<file path="src/rtl/usb_tx_line_encoder_pkg.sv">
// usb_tx_line_encoder_pkg: line states, transmit FSM states and default parameters
package usb_tx_line_encoder_pkg;
    localparam int DEFAULT_STUFF_LEN = 6;
    localparam int DEFAULT_EOP_SE0 = 2;
    typedef enum logic [1:0] {LINE_SE0 = 2'b00, LINE_K = 2'b01, LINE_J = 2'b10} line_t;
    typedef enum logic [2:0] {ST_IDLE, ST_SEND, ST_STUFF, ST_EOP_SE0, ST_EOP_J} tx_state_t;
endpackage

</file>
<file path="src/rtl/usb_tx_line_encoder_if.sv">
// usb_tx_line_encoder_if: raw bit stream from the serialisers into the line encoder
interface usb_tx_line_encoder_if;
    logic in_valid;
    logic in_bit;
    logic in_last;
    logic in_ready;
    modport master (output in_valid, in_bit, in_last, input in_ready);
    modport slave (input in_valid, in_bit, in_last, output in_ready);
endinterface

</file>
<file path="src/rtl/usb_tx_line_encoder_nrzi_line_drv.sv">
// nrzi_line_drv: registered NRZI level and J/K/SE0 mux onto the D+/D- pair
module nrzi_line_drv
    import usb_tx_line_encoder_pkg::*;
(
    input  logic clk,
    input  logic rst,
    input  logic load_j,
    input  logic toggle,
    input  logic se0,
    output logic dp,
    output logic dm
);
    logic lvl_q, lvl_d;
    line_t line_q, line_d;
    always_comb begin
        lvl_d = load_j ? 1'b1 : lvl_q ^ toggle;
        line_d = se0 ? LINE_SE0 : lvl_d ? LINE_J : LINE_K;
    end
    always_ff @(posedge clk) begin
        if (rst) begin
            lvl_q <= 1'b1;
            line_q <= LINE_J;
        end else begin
            lvl_q <= lvl_d;
            line_q <= line_d;
        end
    end
    assign {dp, dm} = line_q;
endmodule

</file>
<file path="src/rtl/usb_tx_line_encoder.sv">
// usb_tx_line_encoder: bit stuffing, NRZI encoding and EOP generation for USB transmit
module usb_tx_line_encoder
    import usb_tx_line_encoder_pkg::*;
#(
    parameter int STUFF_LEN = DEFAULT_STUFF_LEN,
    parameter int EOP_SE0 = DEFAULT_EOP_SE0
) (
    input  logic clk,
    input  logic rst,
    input  logic start,
    usb_tx_line_encoder_if.slave s,
    output logic dp,
    output logic dm,
    output logic busy,
    output logic done,
    output logic underrun
);
    localparam int W = $clog2(STUFF_LEN + 1);
    localparam int E = $clog2(EOP_SE0 + 1);
    tx_state_t state_q, state_d;
    logic [W-1:0] ones_q, ones_d;
    logic [E-1:0] eop_q, eop_d;
    logic last_pend_q, last_pend_d;
    logic underrun_q, underrun_d;
    logic done_q, done_d;
    logic load_j, toggle, se0;
    assign s.in_ready = state_q == ST_SEND;
    always_comb begin
        state_d = state_q;
        ones_d = ones_q;
        eop_d = eop_q;
        last_pend_d = last_pend_q;
        underrun_d = underrun_q;
        done_d = 1'b0;
        load_j = 1'b0;
        toggle = 1'b0;
        se0 = 1'b0;
        case (state_q)
            ST_IDLE: begin
                load_j = 1'b1;
                if (start) begin
                    state_d = ST_SEND;
                    underrun_d = 1'b0;
                    ones_d = '0;
                end
            end
            ST_SEND: begin
                if (!s.in_valid) underrun_d = 1'b1;
                else begin
                    toggle = ~s.in_bit;
                    ones_d = s.in_bit ? ones_q + W'(1) : '0;
                    if (s.in_bit && ones_q == W'(STUFF_LEN - 1)) begin
                        state_d = ST_STUFF;
                        last_pend_d = s.in_last;
                    end else if (s.in_last) state_d = ST_EOP_SE0;
                end
            end
            ST_STUFF: begin
                toggle = 1'b1;
                ones_d = '0;
                state_d = last_pend_q ? ST_EOP_SE0 : ST_SEND;
            end
            ST_EOP_SE0: begin
                se0 = 1'b1;
                eop_d = eop_q == E'(EOP_SE0 - 1) ? '0 : eop_q + E'(1);
                state_d = eop_q == E'(EOP_SE0 - 1) ? ST_EOP_J : ST_EOP_SE0;
            end
            ST_EOP_J: begin
                load_j = 1'b1;
                done_d = 1'b1;
                state_d = ST_IDLE;
            end
            default: state_d = ST_IDLE;
        endcase
    end
    always_ff @(posedge clk) begin
        if (rst) begin
            state_q <= ST_IDLE;
            ones_q <= '0;
            eop_q <= '0;
            last_pend_q <= 1'b0;
            underrun_q <= 1'b0;
            done_q <= 1'b0;
        end else begin
            state_q <= state_d;
            ones_q <= ones_d;
            eop_q <= eop_d;
            last_pend_q <= last_pend_d;
            underrun_q <= underrun_d;
            done_q <= done_d;
        end
    end
    nrzi_line_drv u_drv (
        .clk(clk),
        .rst(rst),
        .load_j(load_j),
        .toggle(toggle),
        .se0(se0),
        .dp(dp),
        .dm(dm)
    );
    assign busy = state_q != ST_IDLE;
    assign done = done_q;
    assign underrun = underrun_q;
endmodule

</file>
<file path="src/flat_wrapper.sv">
// flat-port wrapper written by rule: the top's interface ports become plain ports
module usb_tx_line_encoder_flat import usb_tx_line_encoder_pkg::*;
#(
    parameter int STUFF_LEN = DEFAULT_STUFF_LEN,
    parameter int EOP_SE0 = DEFAULT_EOP_SE0
)
  (clk, rst, start, dp, dm, busy, done, underrun, s_in_valid, s_in_bit, s_in_last, s_in_ready);
  usb_tx_line_encoder_if s_i ();
  input  logic clk;
  input  logic rst;
  input  logic start;
  output logic dp;
  output logic dm;
  output logic busy;
  output logic done;
  output logic underrun;
  input wire logic [$bits(s_i.in_valid)-1:0] s_in_valid;
  input wire logic [$bits(s_i.in_bit)-1:0] s_in_bit;
  input wire logic [$bits(s_i.in_last)-1:0] s_in_last;
  output wire logic [$bits(s_i.in_ready)-1:0] s_in_ready;
  assign s_i.in_valid = s_in_valid;
  assign s_i.in_bit = s_in_bit;
  assign s_i.in_last = s_in_last;
  assign s_in_ready = s_i.in_ready;
  usb_tx_line_encoder #(.STUFF_LEN(STUFF_LEN), .EOP_SE0(EOP_SE0)) u_core (.clk(clk), .rst(rst), .start(start), .s(s_i), .dp(dp), .dm(dm), .busy(busy), .done(done), .underrun(underrun));
endmodule
</file>
<file path="config.mk">
export PLATFORM = sky130hd
export DESIGN_NAME = usb_tx_line_encoder_flat
export DESIGN_NICKNAME = d
export VERILOG_FILES = /design/src/rtl/usb_tx_line_encoder_pkg.sv /design/src/rtl/usb_tx_line_encoder_if.sv /design/src/rtl/usb_tx_line_encoder_nrzi_line_drv.sv /design/src/rtl/usb_tx_line_encoder.sv /design/src/flat_wrapper.sv
export SDC_FILE = /design/constraint.sdc
export NUM_CORES = 1
export LEC_CHECK = 0
export BUFFER_PORTS_ARGS = -buffer_cell sky130_fd_sc_hd__buf_2
export CORE_MARGIN = 2
export CORE_UTILIZATION = 54
export CTS_CLUSTER_SIZE = 25
export DETAILED_ROUTE_END_ITERATION = 8
export GPL_TIMING_DRIVEN = 0
export PLACE_DENSITY = 0.83
export SLEW_MARGIN = 20
export SYNTH_ARGS = -nofsm -noshare
export SYNTH_HDL_FRONTEND = slang
export SYNTH_SLANG_ARGS = --single-unit
</file>
<file path="constraint.sdc">
create_clock -name clk -period 1.6 [get_ports clk]
set_input_delay 0.24 -clock clk [delete_from_list [all_inputs] [get_ports clk]]
set_output_delay 0.24 -clock clk [all_outputs]
set_load 0.005 [all_outputs]
</file>
==> flow_summary.ini <==
[run_status]
run_status = complete, but fails checks
failed_checks = DRC

[cts]
htree_num_levels = 1
cts_hold_buf = 0
cts_tree = built
cts_buffers = 3
max-clock-path-buffers = 2
insertion_delay_ps = 280
cts_sinks = 14
clkTransAtPathRegs_ps = 90
clockRootBuffer = clkbuf_4

[route]
drc_errors = 1
vias = 724
post_drt_wl_per_cell_um = 14.8
drt_iter0_drc = 17
drt_pre_antenna_iters = 6
drt_wl_total_um = 1740
ant_nets = 0
via_per_inst = 6.14

[die]
die_area_um2 = 1820
die_h_um = 42.6
die_x_um = 42.6
core-area_um2 = 1350
start_util_pct = 59.7
num_rows = 13
io_pins = 12

[placed_design]
dpl_worst_slack_ps = 258
numPortBuffers = 9
placed_cell_area_um2 = 870
dp_hpwl_um = 1150
place_congestion = 0.769

[yosys]
syn_inst = 90
syn_nets = 98
synth_edf_count = 0
async_flop_share_pct = 0
yosys_warnings = 0
synth_ff_type = dfxtp_1
ys_ff_latch = 14
synth_seq_area_share_pct = 34.8
synth_area_per_cell_um2 = 8.95
netlist_area_um2 = 806
synth_cell_types = 43

[sta]
worst_slack_ps = 45.1
fin_tns_setup_ps = 0
clock_skew_ps = 4.37
rsz0062_at_grt = false
hold_violations = 0
finalSetupViolCount = 0
fin_crit_ps = 1550
slew_headroom_pct = 71.5
max_freq_ghz = 0.643
worst_slew_pin_slew_ps = 424
min_period_over_period_pct = 97.2
drv_slew = 0

[critical_path]
cp_slowest_cell = or3b_4
arrival_ps = 1310
crit_required_ps = 1360
cp_slowest_stage_delay_ps = 410
cp-start-kind = register
path_cells = buf_6 -> or3b_4 -> clkinv_2 -> buf_2
cp_max_fo = 8
end_kind = output port
worstSetupPathType = reg -> out

[final_layout]
layout-drive-gt1-share_pct = 25.2
syn2layout_area_growth_pct = 14.9
nets = 112
diodes = 0
final_core_util_pct = 68.6
postLayoutCellArea_um2 = 926

[grt]
grt_max_degree = 20
grt_use_total_pct = 20.4
grt_pass1_vias = 633
overflow = 0
grt_pass1_wl_um = 2780
antenna_found_initial = 0

[pwr]
p_leak_uw = 0.000372
ir_drop_mv = 0.545
p_total_uw = 808
cellPowerDensity_nw_per_um2 = 873

[hold_path]
hp-class = in -> reg

[flow_run]
drv_cap = 0
==> cell usage after synthesis, types with 2 or more instances <==
cell        n  area share (%)
nor3_1      3             1.9
o21ai_0     2             1.2
o21ai_1     2             1.2
a21oi_1     4             2.5
dfxtp_1    14              35
nand2b_1    7             5.4
mux2i_1     2             2.5
nand4_1     2             1.6
a31oi_1     2             1.6
buf_4       3             2.8
ha_1        2             3.1
or3_1       2             1.6
nor2_1      5             2.3
o31ai_1     2             1.9
buf_2       3             1.9
a2111oi_2   2             3.7
nand2_1     3             1.4
inv_1       4             1.9
nor3b_1     2             1.9
==> cells in the final DEF, fill, tap and decap left out, types with 2 or more instances in the layout <==
cell and n:
buf_6 4, nand4_1 2, nor3_1 3, clkbuf_4 3, o21ai_1 2, dfxtp_1 13, ha_1 2, buf_4 2
nand2_1 3, a31oi_1 2, buf_2 10, mux2i_1 2, inv_1 4, a2111oi_2 2, nor2_1 5, a21oi_1 4
nand2b_1 7, o21ai_0 2, nor3b_1 2, o31ai_1 2, or3_1 2
==> critical path: cells and delay by family, from the launching register on <==
family | cells | cell delay, ps
buf+inv | 3 | 290
flops | 1 | 330
simple gates | 1 | 410
==> metal layers <==
layer | part of all wire [%] | vias up | global-route usage (%)
li1 | - | 357 | -
met1 | 44 | 343 | 26.5
met2 | 49 | 18 | 31.2
met3 | 3.3 | 6 | 3.88
met4 | 3.8 | 0 | 11.3
met5 | 0 | - | 0
==> report_power, final <==
part           leakage (uW)  switching [uW]  internal, uW
combinational      0.000237            93.5          84.6
sequential         0.000115            8.99           362
clock             0.0000210             120           139
total              0.000372             222           586
==> sequential cells by signal (all words and copies together), names as in the netlist <==
name	cells
u_core.eop_q	2
u_core.done	1
u_core.u_drv.lvl_q	1
u_core.ones_q	3
u_core.state_q	3
u_core.last_pend_q	1
u_core.underrun	1
u_core.u_drv.line_q	2
==> metrics by stage <==
step | cells | hold slack (ps)
after floorplan | 90 | 390
after global placement | 114 | 429
after detailed placement | 114 | 440
after CTS | 118 | 225
after global routing | 118 | 252
final | 118 | 229
==> path summary, 6_finish.rpt <==
kind	start	endpoint	slack, ps	depth (start not counted)
min	s_in_last	u_core.last_pend_q$_SDFFE_PP0P_	230	3
max reg2reg	u_core.state_q[1]$_SDFFE_PP0P_	u_core.u_drv.lvl_q$_SDFF_PP1_	210	4
min reg2reg	u_core.eop_q[1]$_SDFFE_PP0P_	u_core.eop_q[1]$_SDFFE_PP0P_	450	2
max	u_core.state_q[0]$_SDFFE_PP0P_	s_in_ready	50	4
==> cell families after synthesis <==
family          share of synthesized area, %
compound gates                          22.7
xor+xnor                                1.09
fa+ha+maj                               3.11
buf+inv                                 9.00
flops                                   34.8
mux                                     2.48
simple gates                            26.9
==> area by class of cell <==
cell class / count / area (um^2)
plain buffers: 7 / 61.3
clock buffers: 4 / 36.3
fillers: 115 / 424
inverters: 5 / 20.0
multi-input cells: 63 / 453
flip-flops and latches: 14 / 284
well taps: 15 / 18.8
repair buffers: 10 / 52.6
==> repair_timing <==
item	CTS	global route
resized for setup	3	3
endpoints found under the setup margin	1	2
setup buffers	1	0
(Power assumes the default switching activity.)
